[src/rtl/game_state_ctrl_if.sv]
// Control/status bundle between game_state_ctrl and its neighbours (input
// debouncer, zombie logic, placement logic, VGA and seven-segment display).
interface game_state_ctrl_if;
    logic        select_pulse;
    logic        zombie_killed;
    logic        zombie_breach;
    logic        plant_req;
    logic [15:0] plant_cost;
    logic        plant_ack;
    logic        plant_nack;
    logic [7:0]  state;
    logic [15:0] num_suns;
    logic [15:0] zombies_killed;
    logic [7:0]  level_kills;

    modport slave (
        input  select_pulse, zombie_killed, zombie_breach, plant_req, plant_cost,
        output plant_ack, plant_nack, state, num_suns, zombies_killed, level_kills
    );

    modport master (
        output select_pulse, zombie_killed, zombie_breach, plant_req, plant_cost,
        input  plant_ack, plant_nack, state, num_suns, zombies_killed, level_kills
    );
endinterface

[src/rtl/game_state_ctrl.sv]
// Level progression FSM and sun economy: one-hot game state, sun balance with
// periodic grants and purchases, and kill counters. All outputs registered.
module game_state_ctrl #(
    parameter int unsigned SUN_PERIOD = 500000000,
    parameter int unsigned SUN_INC    = 25,
    parameter int unsigned SUN_MAX    = 9999,
    parameter int unsigned SUN_INIT   = 50,
    parameter int unsigned KILLS_L1   = 5,
    parameter int unsigned KILLS_L2   = 10,
    parameter int unsigned KILLS_L3   = 15
) (
    input logic              clk,
    input logic              reset,
    game_state_ctrl_if.slave gif
);

    localparam int unsigned TW = (SUN_PERIOD > 1) ? $clog2(SUN_PERIOD) : 1;

    typedef enum logic [7:0] {
        ST_I     = 8'b1000_0000,
        ST_L1    = 8'b0100_0000,
        ST_NL2   = 8'b0010_0000,
        ST_L2    = 8'b0001_0000,
        ST_NL3   = 8'b0000_1000,
        ST_L3    = 8'b0000_0100,
        ST_DONEL = 8'b0000_0010,
        ST_DONEW = 8'b0000_0001
    } state_e;

    state_e        state_q, state_d;
    logic [15:0]   num_suns_q, num_suns_d;
    logic [15:0]   zombies_killed_q, zombies_killed_d;
    logic [7:0]    level_kills_q, level_kills_d;
    logic [TW-1:0] timer_q, timer_d;
    logic          plant_ack_q, plant_ack_d;
    logic          plant_nack_q, plant_nack_d;

    logic          grant;
    logic [16:0]   bal;
    logic [16:0]   sum;
    logic [7:0]    target;
    state_e        nxt_lvl;

    assign grant = (timer_q == TW'(SUN_PERIOD - 1));

    always_comb begin
        state_d          = state_q;
        num_suns_d       = num_suns_q;
        zombies_killed_d = zombies_killed_q;
        level_kills_d    = level_kills_q;
        timer_d          = timer_q;
        plant_ack_d      = 1'b0;
        plant_nack_d     = 1'b0;
        bal              = {1'b0, num_suns_q};
        sum              = '0;
        target           = 8'(KILLS_L3);
        nxt_lvl          = ST_DONEW;

        unique case (state_q)
            ST_I: begin
                if (gif.select_pulse) begin
                    state_d          = ST_L1;
                    num_suns_d       = 16'(SUN_INIT);
                    zombies_killed_d = '0;
                    level_kills_d    = '0;
                    timer_d          = '0;
                end
            end
            ST_NL2, ST_NL3: begin
                if (gif.select_pulse) begin
                    state_d       = (state_q == ST_NL2) ? ST_L2 : ST_L3;
                    level_kills_d = '0;
                    timer_d       = '0;
                end
            end
            ST_DONEL, ST_DONEW: begin
                if (gif.select_pulse) state_d = ST_I;
            end
            ST_L1, ST_L2, ST_L3: begin
                timer_d = grant ? '0 : timer_q + 1'b1;

                // Affordability is judged on the balance before any grant this cycle.
                if (gif.plant_req) begin
                    if (num_suns_q >= gif.plant_cost) begin
                        bal         = {1'b0, num_suns_q} - {1'b0, gif.plant_cost};
                        plant_ack_d = 1'b1;
                    end else begin
                        plant_nack_d = 1'b1;
                    end
                end
                if (grant) begin
                    sum        = bal + 17'(SUN_INC);
                    num_suns_d = (sum > 17'(SUN_MAX)) ? 16'(SUN_MAX) : sum[15:0];
                end else begin
                    num_suns_d = bal[15:0];
                end

                if (gif.zombie_killed) begin
                    if (zombies_killed_q != 16'hFFFF) zombies_killed_d = zombies_killed_q + 1'b1;
                    if (level_kills_q != 8'hFF)       level_kills_d    = level_kills_q + 1'b1;
                end

                if (state_q == ST_L1) begin
                    target  = 8'(KILLS_L1);
                    nxt_lvl = ST_NL2;
                end else if (state_q == ST_L2) begin
                    target  = 8'(KILLS_L2);
                    nxt_lvl = ST_NL3;
                end

                // A breach beats a simultaneous level-clearing kill; the kill still counts.
                if (gif.zombie_breach) begin
                    state_d = ST_DONEL;
                end else if (level_kills_d >= target) begin
                    state_d = nxt_lvl;
                    if (nxt_lvl != ST_DONEW) level_kills_d = '0;
                end
            end
            default: state_d = ST_I;
        endcase
    end

    always_ff @(posedge clk) begin
        if (reset) begin
            state_q          <= ST_I;
            num_suns_q       <= '0;
            zombies_killed_q <= '0;
            level_kills_q    <= '0;
            timer_q          <= '0;
            plant_ack_q      <= 1'b0;
            plant_nack_q     <= 1'b0;
        end else begin
            state_q          <= state_d;
            num_suns_q       <= num_suns_d;
            zombies_killed_q <= zombies_killed_d;
            level_kills_q    <= level_kills_d;
            timer_q          <= timer_d;
            plant_ack_q      <= plant_ack_d;
            plant_nack_q     <= plant_nack_d;
        end
    end

    assign gif.state          = state_q;
    assign gif.num_suns       = num_suns_q;
    assign gif.zombies_killed = zombies_killed_q;
    assign gif.level_kills    = level_kills_q;
    assign gif.plant_ack      = plant_ack_q;
    assign gif.plant_nack     = plant_nack_q;

endmodule
[src/flat_wrapper.sv]
// flat-port wrapper written by rule: the top's interface ports become plain ports
module game_state_ctrl_flat 
#(
    parameter int unsigned SUN_PERIOD = 500000000,
    parameter int unsigned SUN_INC    = 25,
    parameter int unsigned SUN_MAX    = 9999,
    parameter int unsigned SUN_INIT   = 50,
    parameter int unsigned KILLS_L1   = 5,
    parameter int unsigned KILLS_L2   = 10,
    parameter int unsigned KILLS_L3   = 15
)
  (clk, reset, gif_select_pulse, gif_zombie_killed, gif_zombie_breach, gif_plant_req, gif_plant_cost, gif_plant_ack, gif_plant_nack, gif_state, gif_num_suns, gif_zombies_killed, gif_level_kills);
  game_state_ctrl_if gif_i ();
  input logic clk;
  input logic reset;
  input wire logic [$bits(gif_i.select_pulse)-1:0] gif_select_pulse;
  input wire logic [$bits(gif_i.zombie_killed)-1:0] gif_zombie_killed;
  input wire logic [$bits(gif_i.zombie_breach)-1:0] gif_zombie_breach;
  input wire logic [$bits(gif_i.plant_req)-1:0] gif_plant_req;
  input wire logic [$bits(gif_i.plant_cost)-1:0] gif_plant_cost;
  output wire logic [$bits(gif_i.plant_ack)-1:0] gif_plant_ack;
  output wire logic [$bits(gif_i.plant_nack)-1:0] gif_plant_nack;
  output wire logic [$bits(gif_i.state)-1:0] gif_state;
  output wire logic [$bits(gif_i.num_suns)-1:0] gif_num_suns;
  output wire logic [$bits(gif_i.zombies_killed)-1:0] gif_zombies_killed;
  output wire logic [$bits(gif_i.level_kills)-1:0] gif_level_kills;
  assign gif_i.select_pulse = gif_select_pulse;
  assign gif_i.zombie_killed = gif_zombie_killed;
  assign gif_i.zombie_breach = gif_zombie_breach;
  assign gif_i.plant_req = gif_plant_req;
  assign gif_i.plant_cost = gif_plant_cost;
  assign gif_plant_ack = gif_i.plant_ack;
  assign gif_plant_nack = gif_i.plant_nack;
  assign gif_state = gif_i.state;
  assign gif_num_suns = gif_i.num_suns;
  assign gif_zombies_killed = gif_i.zombies_killed;
  assign gif_level_kills = gif_i.level_kills;
  game_state_ctrl #(.SUN_PERIOD(SUN_PERIOD), .SUN_INC(SUN_INC), .SUN_MAX(SUN_MAX), .SUN_INIT(SUN_INIT), .KILLS_L1(KILLS_L1), .KILLS_L2(KILLS_L2), .KILLS_L3(KILLS_L3)) u_core (.clk(clk), .reset(reset), .gif(gif_i));
endmodule
[config.mk]
export PLATFORM = sky130hd
export DESIGN_NAME = game_state_ctrl_flat
export DESIGN_NICKNAME = d
export VERILOG_FILES = /design/src/rtl/game_state_ctrl_if.sv /design/src/rtl/game_state_ctrl.sv /design/src/flat_wrapper.sv
export SDC_FILE = /design/constraint.sdc
export NUM_CORES = 1
export LEC_CHECK = 0
export ABC_AREA = 1
export BUFFER_PORTS_ARGS = -buffer_cell sky130_fd_sc_hd__buf_4
export CORE_AREA = 3 3 109 111
export CTS_BUF_LIST = sky130_fd_sc_hd__clkbuf_2
export DETAILED_ROUTE_END_ITERATION = 16
export DIE_AREA = 0 0 112 114
export HOLD_SLACK_MARGIN = 0.08
export PLACE_DENSITY = 0.84
export SYNTH_ARGS = -nofsm -noshare
export SYNTH_HDL_FRONTEND = slang
export SYNTH_SLANG_ARGS = --single-unit
[constraint.sdc]
create_clock -name clk -period 3.9 [get_ports clk]
set_clock_uncertainty 0.05 [all_clocks]
set_input_delay 0.195 -clock clk [delete_from_list [all_inputs] [get_ports clk]]
set_output_delay 0.195 -clock clk [all_outputs]
set_load 0.01 [all_outputs]
Yosys cells after proc, flatten, opt, wreduce, memory -nomap -nowiden
Index checks and enable logic that the tools add are counted.
- order comparisons: 3
- muxes and demuxes: 37
- bitwise operators: 2
- eq/ne operators: 19
- reduce and logical (&&, ||, !) cells: 11
- $add $sub $neg: 5
- operators with widths (kind ; number):
    $mux 8 ; 16
    $mux 16 ; 6
    $pmux 16 s2 ; 2
    $mux 29 ; 2
    $pmux 29 s2 ; 1
    $mux 17 ; 3
    $pmux 8 s4 ; 1
    $add 29x1->29 const B ; 1
    $eq 29x29->1 const B ; 1
    $add 17x5->17 const B ; 1
    $gt 17x14->1 const B ; 1
    $sub 16x16->17 ; 1
    $add 16x1->16 const B ; 1
    $ge 16x16->1 ; 1
    $ne 16x16->1 const B ; 1
    $pmux 8 s2 ; 1
    $reduce_or 3->1 ; 3
    $add 8x1->8 const B ; 1
    $eq 8x1->1 const B ; 1
    $eq 8x2->1 const B ; 1
    $eq 8x3->1 const B ; 1
    $eq 8x4->1 const B ; 1
    $eq 8x5->1 const B ; 1
    $eq 8x6->1 const B ; 1
    other kinds (17) ; 27
- bits in registers: 79
- output and inout port bits: 50
- bits of input ports: 22
- logic and storage cells: 84

Logic depth before layout (Yosys ltp)
Gate-level depths: netlist of run 1.
- depth after elaboration: 9
- mapped depth: 29
- gate-level depth less buffers: 29

Worst setup path before layout of run 1
No wires, ideal clock.
- path type: register to register
- start: register u_core.level_kills_q[0], in the netlist u_core.gif.level_kills[0]
- end: register u_core.state_q[5], in the netlist u_core.gif.state[5]
- slack: 0.465 ns
- stages on the path, launching flop included: 22
- arrival: 3.299 ns
- setup time: 0.086 ns
- required time: 3.764 ns
- path buffers: 1
- clock period less this slack: 3.435 ns
- cells stage by stage: dfxtp_1 > ha_1 > nand3_1 > nor2_1 > inv_1 > nor2_1 > a21oi_1 > xor2_1 > inv_1 > ha_1 > inv_1 > a21boi_0 > o21ai_0 > nand2_1 > a2111oi_0 > inv_1 > nor3_1 > inv_1 > o21ai_0 > buf_2 > a21oi_1 > a211oi_1
- word-level cells in the longest chain between the ends: 7
- elaborated cells on any way between the ends: 8
- classes of those cells: add/sub: 1; order compare: 1; eq/ne: 2; mux: 3; reduce/logical: 1
- RTL lines (element ; line ; text):
    from (decl) ; game_state_ctrl.sv:33 ; logic [7:0] level_kills_q, level_kills_d;
    from (signal assigned) ; game_state_ctrl.sv:136 ; level_kills_q <= level_kills_d;
    $add 8x1->8 / $ne 8x8->1 (equally long branches) ; game_state_ctrl.sv:100 ; if (level_kills_q != 8'hFF) level_kills_d = level_kills_q + 1'b1;
    $mux 8 ; game_state_ctrl.sv:100 ;
    $mux 8 (*) ; game_state_ctrl.sv:98 ; if (gif.zombie_killed) begin
    $mux 8 (*) ; game_state_ctrl.sv:59 ; unique case (state_q)
    $ge 8x8->1 (*) ; game_state_ctrl.sv:114 ; end else if (level_kills_d >= target) begin
    $ne 3x2->1 (no line) (*) ; - ;
    $reduce_and 4->1 (no line) (*) ; - ;
    to (signal assigned) ; game_state_ctrl.sv:133 ; state_q <= state_d;
    to (decl) ; game_state_ctrl.sv:30 ; state_e state_q, state_d;
Every way passes the cells marked *; elsewhere a longest branch is shown, timed or not. The select of a mux whose other input is x is not followed.
A chain may end at the register's enable or synchronous reset.

Worst setup path in the final report of run 1
- start: register u_core.num_suns_q[7], in the netlist u_core.gif.num_suns[7]
- end: register u_core.num_suns_q[0], in the netlist u_core.gif.num_suns[0]
- word-level cells in the longest chain between the ends: 9
- elaborated cells on any way between the ends: 10
- classes of those cells: add/sub: 2; order compare: 2; mux: 6
- RTL lines (element ; line ; text):
    from (decl) ; game_state_ctrl.sv:31 ; logic [15:0] num_suns_q, num_suns_d;
    from (signal assigned) ; game_state_ctrl.sv:134 ; num_suns_q <= num_suns_d;
    $sub 16x16->17 / $ge 16x16->1 (equally long branches) ; game_state_ctrl.sv:85, game_state_ctrl.sv:84 ;
    $mux 17 ; game_state_ctrl.sv:84 ; if (num_suns_q >= gif.plant_cost) begin
    $mux 17 (*) ; game_state_ctrl.sv:83 ; if (gif.plant_req) begin
    $mux 17 (*) ; game_state_ctrl.sv:59 ;
    $add 17x5->17 ; game_state_ctrl.sv:92 ; sum = bal + 17'(SUN_INC);
    $gt 17x14->1 ; game_state_ctrl.sv:93 ; num_suns_d = (sum > 17'(SUN_MAX)) ? 16'(SUN_MAX) : sum[15:0];
    $mux 16 ; game_state_ctrl.sv:93 ;
    $mux 16 (*) ; game_state_ctrl.sv:91 ; if (grant) begin
    $pmux 16 s2 (*) ; game_state_ctrl.sv:59 ;
Marked as above.

==> metrics.md, run 1 <==
| Metric | Value |
|---|---|
| Critical hold path startpoint | `gif_plant_cost[0]` |
| Vias in the first global route | `just over 6000` |
| Critical path start-end classification | `reg -> reg` |
| Top Layer Used | `met4` |
| Mapped Area | `approximately 0.006 sq mm` |
| WHS Endpoint | `u_core.gif.plant_ack$_SDFF_PP0_` |
| DR WL met2 | `7750 um` |
| Critical Path RT | `4.33 ns` |
| WL met1 | `7270 um` |
| Placer congestion estimate | `between 0.9 and 1` |
| CTS tree | `done` |
| Per-cell routed wire length | `13.6 um` |
| Post-Layout Cell Count | `1215` |
| Later-pin clock latency in the skew report | `0.59 ns` |
| PortBufs | `between 70 and 80` |
| Critical path peak fanout | `10` |
| Final routed DRC violation total | `0` |
| #FFs+latches synth | `79` |
| CP arrival | `around 4.0 ns` |
| Die outline width | `between 100 and 150 um` |
| Number of antenna violations at the first check in global routing | `0` |
| Post-Syn Area per Cell | `6.19 sq um` |
| Routed Wire Length | `~17000 um` |
| Hold Path Cell Cnt | `7` |
| Status | `finished clean` |
| I/O pins | `72` |
| Via density | `~5.4` |
| EDFF count, synth | `0` |
| Tmin final | `3.60 ns` |
| Yosys cell types | `50` |
| Syn_nets | `1025` |
| Startpoint types | `register` |
| Final setup fails | `0` |
| Core ar. | `0.0109 sq mm` |
| GRT Overall Usage | `0.256` |
| Routed wl met3 | `1130 um` |
| CTS clk-pin slew, worst paths | `0.23 ns` |
| Iter 0 DRT Violations | `482` |
| Post-route ant nets | `0` |
| Largest net degree at the start of global routing | `34` |
| Top FF cell, synth | `dfxtp_1` |
| Cell row count | `38` |
| Non-Filler Cell Area, Final | `0.00708 sq mm` |
| R2r endpoint | `u_core.gif.num_suns[0]$_SDFFE_PP0P_` |
| DR vias | `approximately 6600` |
| Asr flop ratio synth | `0` |
| # placed instances | `roughly 1200` |
| Initial DRT Pass Iterations | `5` |
| Clock root cell | `clkbuf_2` |
| Period utilization | `0.923` |
| Clock buffer depth | `2` |
| Relative slew slack | `0.438` |
| Syn Inst Count | `977` |
| Ratio of cells with drive above 1 in the final layout | `0.170` |
| First-pass GRT wire length | `27300 um` |
| Nets | `between 1000 and 1500` |
| Critical Path End Type | `register` |
| WHS | `0.229 ns` |
| Max cap viols | `0` |
| ANT cells | `0` |
| Slew @ Worst Pin | `0.840 ns` |
| Peak supply drop | `0.277 mV` |
| Detail Placement HPWL | `12800 um` |
| Die area | `0.0128 sq mm` |
| Area grow syn2layout | `17.0%` |
| Max Clk Rate | `278 MHz` |
| Synth warn | `0` |
| Power per cell area | `387 mW/mm^2` |
| Slew Limit Fails | `0` |
| Clock H-tree levels | `3` |
| Initial Util | `0.556` |
| Finished Core Util | `0.650` |
| Flop2flop setup slack | `approximately 0.3 ns` |
| Register area share after synthesis | `0.261` |
| Placement-stage cell area | `0.00682 sq mm` |
| LEAKAGE | `0.00323 uW` |
| Final Hold Vio Count | `0` |
| HP Class | `in -> reg` |
| Tot Pwr | `2740 uW` |
| Clock sinks | `slightly below 80` |
| R2r startpoint | `u_core.gif.num_suns[7]$_SDFFE_PP0P_` |
| Global route overflow | `0` |
| Worst R2R Path Depth | `24` |
| Die H | `114 um` |
| CTS buffer count | `9` |
-- sequential cells by signal, summed over array words and instances, names as in the netlist --
| signal | cells |
|---|---|
| u_core.gif.level_kills | 8 |
| u_core.timer_q | 29 |
| u_core.gif.state | 8 |
| u_core.gif.num_suns | 16 |
| u_core.gif.plant_nack | 1 |
| u_core.gif.plant_ack | 1 |
| u_core.gif.zombies_killed | 16 |
-- kinds of logic after synthesis --
group / synth area share
xor+xnor: 0.0217
buf+inv: 0.118
simple gates: 0.396
fa+ha+maj: 0.0550
flops: 0.261
compound gates: 0.147
-- worst max-delay path, cell delays in order, from the launching register on --
cell and delay, ns:
dfxtp_1 0.39, ha_1 0.39, nand2_2 0.10, nor2_2 0.21
nand3_2 0.13, nand3_2 0.11, nand2_2 0.08, nand2_4 0.10
nand2_4 0.08, nand2_1 0.10, nand2_2 0.08, ha_1 0.21
nand2_1 0.13, nand2_2 0.13, nand2_1 0.14, nand2_1 0.07
nand2_1 0.09, nand3_1 0.12, nor3_1 0.17, nand3_1 0.15
nand2_4 0.16, buf_12 0.13, nand3_1 0.06, nand2_1 0.06
a21oi_1 0.06
-- placed cells by master, fill, tap and decap left out, types with 4 or more instances in the layout --
| cell type | count |
|---|---|
| xor2_1 | 12 |
| inv_1 | 158 |
| ha_1 | 23 |
| nand3_2 | 9 |
| a211oi_1 | 12 |
| nor4_1 | 10 |
| a21oi_1 | 75 |
| o21ai_0 | 39 |
| nor3_1 | 34 |
| nand4_1 | 20 |
| clkbuf_2 | 9 |
| nand3_1 | 63 |
| nor3_2 | 4 |
| nand2_1 | 255 |
| nor3b_1 | 4 |
| inv_2 | 4 |
| dlygate4sd3_1 | 5 |
| dfxtp_1 | 77 |
| nand2_2 | 22 |
| nor2_2 | 10 |
| buf_4 | 93 |
| nor2_1 | 76 |
| a31oi_1 | 7 |
| nand2_4 | 4 |
-- worst max-delay path by stage --
stage,depth (start not counted),end,from
floorplan,21,u_core.gif.state[5]$_SDFFE_PP0P_,u_core.gif.level_kills[0]$_SDFFE_PP0P_
global placement,22,u_core.gif.state[2]$_SDFFE_PP0P_,u_core.gif.level_kills[0]$_SDFFE_PP0P_
detailed placement,21,u_core.gif.state[4]$_SDFFE_PP0P_,u_core.gif.level_kills[0]$_SDFFE_PP0P_
CTS,21,u_core.gif.state[4]$_SDFFE_PP0P_,u_core.gif.level_kills[0]$_SDFFE_PP0P_
global route,21,u_core.gif.state[4]$_SDFFE_PP0P_,u_core.gif.level_kills[0]$_SDFFE_PP0P_
finish,24,u_core.gif.num_suns[0]$_SDFFE_PP0P_,u_core.gif.num_suns[7]$_SDFFE_PP0P_
-- stage by stage --
stage,setup slack (ns),setup TNS [ns]
3_3_place_gp,0.245,0
3_5_place_dp,0.0216,0
6_report,0.299,0
5_1_grt,-0.0254,-0.0254
2_1_floorplan,0.465,0
4_1_cts,0.0232,0
-- area by class of cell --
class,count,area [sq um]
clock buffers,9,45.0
clock inverters,7,97.6
fillers,1002,3810
inverters,163,614
multi-input cells,718,3800
flip-flops and latches,79,1580
well taps,140,175
repair buffers,99,768
-- synthesized netlist by cell type (12+ instances only) --
cell type | n | area [sq um]
a211oi_1 | 12 | 90.1
a21oi_1 | 76 | 380
dfxtp_1 | 79 | 1580
ha_1 | 25 | 313
inv_1 | 158 | 593
nand2_1 | 255 | 957
nand2_2 | 23 | 144
nand3_1 | 63 | 315
nand4_1 | 20 | 125
nor2_1 | 77 | 289
nor3_1 | 35 | 175
o21ai_0 | 40 | 200
xor2_1 | 12 | 105
-- report_power, final --
part	internal, uW	leakage [uW]	switching, uW
Clock	212	0.0000781	316
Combinational	408	0.00252	872
Sequential	868	0.000639	63.3
-- layer usage --
layer | vias to the layer above | global-route usage
met3 | 38 | 0.0371
li1 | 3367 | -
met4 | 0 | 0.104
met1 | 2912 | 0.329
met2 | 248 | 0.432
met5 | - | 0
-- what timing repair did --
action	in CTS	in global routing
hold buffers	5	0
setup endpoints to repair	3	21
pin swaps	0	1
setup buffers	0	1
gates resized for setup	1	13
hold endpoints to repair	44	0
Power figures use the tool's default switching activity.
==> inputs of run 2 (changes only) <==
Settings changed: GPL_TIMING_DRIVEN set to 0.
==> run 2 against run 1 <==
  * Combinational power is essentially flat
  * Non-clock buffer count shrank 8
  * Sequential share of layout area is 0.23 points higher
  * Sequential power rose by 0.9%
  * Hold slack worse by 0.11 ns
  * Critical endpoint is now u_core.gif.num_suns[10]$_SDFFE_PP0P_
  * Largest cell class unchanged
  * Largest power group unchanged
==> metrics.md, run 2 (synthesis results as in run 1) <==
| Metric | Value |
|---|---|
| Status | `finished clean` |
| Area grow syn2layout | `16.6%` |
| Final setup fails | `0` |
| Hold Path Cell Cnt | `4` |
| Nets | `1110` |
| Die H | `roughly 110 um` |
| Commonest non-fill, non-tap cell in the layout | `nand2_1` |
| Critical Path Max Stage Delay | `between 0.3 and 0.4 ns` |
| CTS clk-pin slew, worst paths | `0.21 ns` |
| R2r endpoint | `u_core.gif.num_suns[10]$_SDFFE_PP0P_` |
| CTS tree | `done` |
| Tmin final | `approximately 3.6 ns` |
| R2r startpoint | `u_core.gif.num_suns[14]$_SDFFE_PP0P_` |
| Startpoint types | `register` |
| Relative slew slack | `0.405` |
| Area occupied by multi-input gates | `0.00385 sq mm` |
| Clock buffer depth | `2` |
| Post-route ant nets | `0` |
| Critical path peak fanout | `10` |
| Non-Filler Cell Area, Final | `0.00705 sq mm` |
| Placer congestion estimate | `0.968` |
| HP Class | `in -> reg` |
| RSZ-0062 raised after global routing | `false` |
| Fill count | `1033` |
| Max Clk Rate | `278 MHz` |
| Critical Path RT | `4.28 ns` |
| Slew Limit Fails | `0` |
| Most flops, register | `u_core.timer_q` |
| Per-cell routed wire length | `13.1 um` |
| Critical path start-end classification | `reg -> reg` |
| Iter 0 DRT Violations | `354` |
| DR vias | `6534` |
| Critical Path End Type | `register` |
| Number of antenna violations at the first check in global routing | `0` |
| Max reg flops | `29` |
| Slew @ Worst Pin | `around 0.88 ns` |
| Setup TNS | `0 ns` |
| First-pass GRT wire length | `about 27000 um` |
| Vias in the first global route | `just over 6000` |
| Global route overflow | `0` |
| Detail Placement HPWL | `around 12000 um` |
| Routed Wire Length | `between 15000 and 20000 um` |
| ANT cells | `0` |
| Flop2flop setup slack | `~0.3 ns` |
| Power per cell area | `391 mW/mm^2` |
| Die outline width | `between 100 and 150 um` |
| CP Launch Point | `u_core.gif.num_suns[14]$_SDFFE_PP0P_` |
| GRT Overall Usage | `0.250` |
| Clock root cell | `clkbuf_2` |
| Peak supply drop | `0.288 mV` |
| Clock sinks | `79` |
| Placement-stage cell area | `slightly below 0.007 sq mm` |
| Period utilization | `0.923` |
| CP arrival | `3.98 ns` |
| Register area | `about 0.0016 sq mm` |
| Final Hold Vio Count | `0` |
| Slowest cell on the critical path | `dfxtp_2` |
| WHS | `0.119 ns` |
| Finished Core Util | `0.648` |
| PortBufs | `70` |
| Initial Util | `0.556` |
| LEAKAGE | `0.00316 uW` |
| Core ar. | `0.0109 sq mm` |
| Worst R2R Path Depth | `25` |
| Final routed DRC violation total | `0` |
| Clock H-tree levels | `3` |
| Ratio of cells with drive above 1 in the final layout | `0.169` |
| I/O pins | `72` |
| Max cap viols | `0` |
| CTS buffer count | `9` |
| Largest net degree at the start of global routing | `13` |
| Die area | `between 0.01 and 0.015 sq mm` |
| Most frequent cells in the layout | `nand2_1 (254), inv_1 (158), nor2_1 (75), a21oi_1 (74)` |
| Initial DRT Pass Iterations | `5` |
| CP Capture Point | `u_core.gif.num_suns[10]$_SDFFE_PP0P_` |
| Via density | `5.42` |
| Later-pin clock latency in the skew report | `approximately 0.55 ns` |
| Cell row count | `38` |
==> run 2: cell types whose count changed in the layout (fill, tap and decap cells not counted), moves of 2 or more <==
cell,previous run,this run
buf_4,93,71
clkbuf_1,0,9
dfxtp_1,77,71
ha_1,23,17
dfxtp_2,2,7
ha_2,2,6
buf_2,0,3
buf_6,0,2
clkinv_1,0,2
clkinv_4,2,0
clkinvlp_4,2,0
ha_4,0,2
==> run 2: metrics by stage <==
stage	worst slack (ns)	total power, uW	std cells
floorplan	0.465	1800	977
global placement	0.0524	2150	1187
detailed placement	-0.128	2180	1187
CTS	0.0150	2740	1206
global route	0.00156	2960	1206
finish	0.301	2760	1206
==> run 2: repair_timing <==
item	CTS	global route
gates resized for setup	2	32
pin swaps	0	1
setup endpoints to repair	8	30
setup buffers	0	0
hold buffers	4	0
hold endpoints to repair	13	0
==> run 2: area by class of cell <==
class,count,share of cell area
inverter,163,0.0871
sequential,79,0.226
multi-input combinational,718,0.546
buffer,17,0.0145
tap,140,0.0248
clock inverter,5,0.0138
clock buffer,10,0.00710
timing repair buffer,74,0.0802
==> run 2: metal layers <==
layer | up-vias | global-route usage | wire (um)
li1 | 3360 | - | -
met1 | 2960 | 0.319 | 7060
met2 | 180 | 0.428 | 7530
met3 | 34 | 0.0361 | 886
met4 | 0 | 0.100 | 373
met5 | - | 0 | 0
==> run 2: worst min path at each step <==
stage	from	slack, ns	endpoint
global placement	u_core.gif.zombies_killed[9]$_SDFFE_PP0P_	0.42	u_core.gif.zombies_killed[9]$_SDFFE_PP0P_
CTS	gif_plant_req	0.08	u_core.gif.plant_ack$_SDFF_PP0_
global route	gif_plant_req	0.1	u_core.gif.plant_ack$_SDFF_PP0_
finish	gif_plant_req	0.12	u_core.gif.plant_ack$_SDFF_PP0_
floorplan	gif_zombie_breach	0.29	u_core.gif.state[1]$_SDFFE_PP0P_
detailed placement	u_core.timer_q[23]$_SDFFE_PP0P_	0.43	u_core.timer_q[23]$_SDFFE_PP0P_
==> run 2: power breakdown <==
group	internal, uW	switching, uW	leakage [uW]
Combinational	394	872	0.00243
Clock	272	284	0.0000871
Sequential	867	72.2	0.000643
Total	1530	1230	0.00316
==> run 2: critical path: cells and delay by family (launching register included) <==
kind	cells	cell delay, ns
AOI/OAI and AO/OA	1	0.06
adders and majority gates	2	0.54
buffers and inverters	2	0.31
DFF	1	0.39
and+or+nand+nor	20	2.17
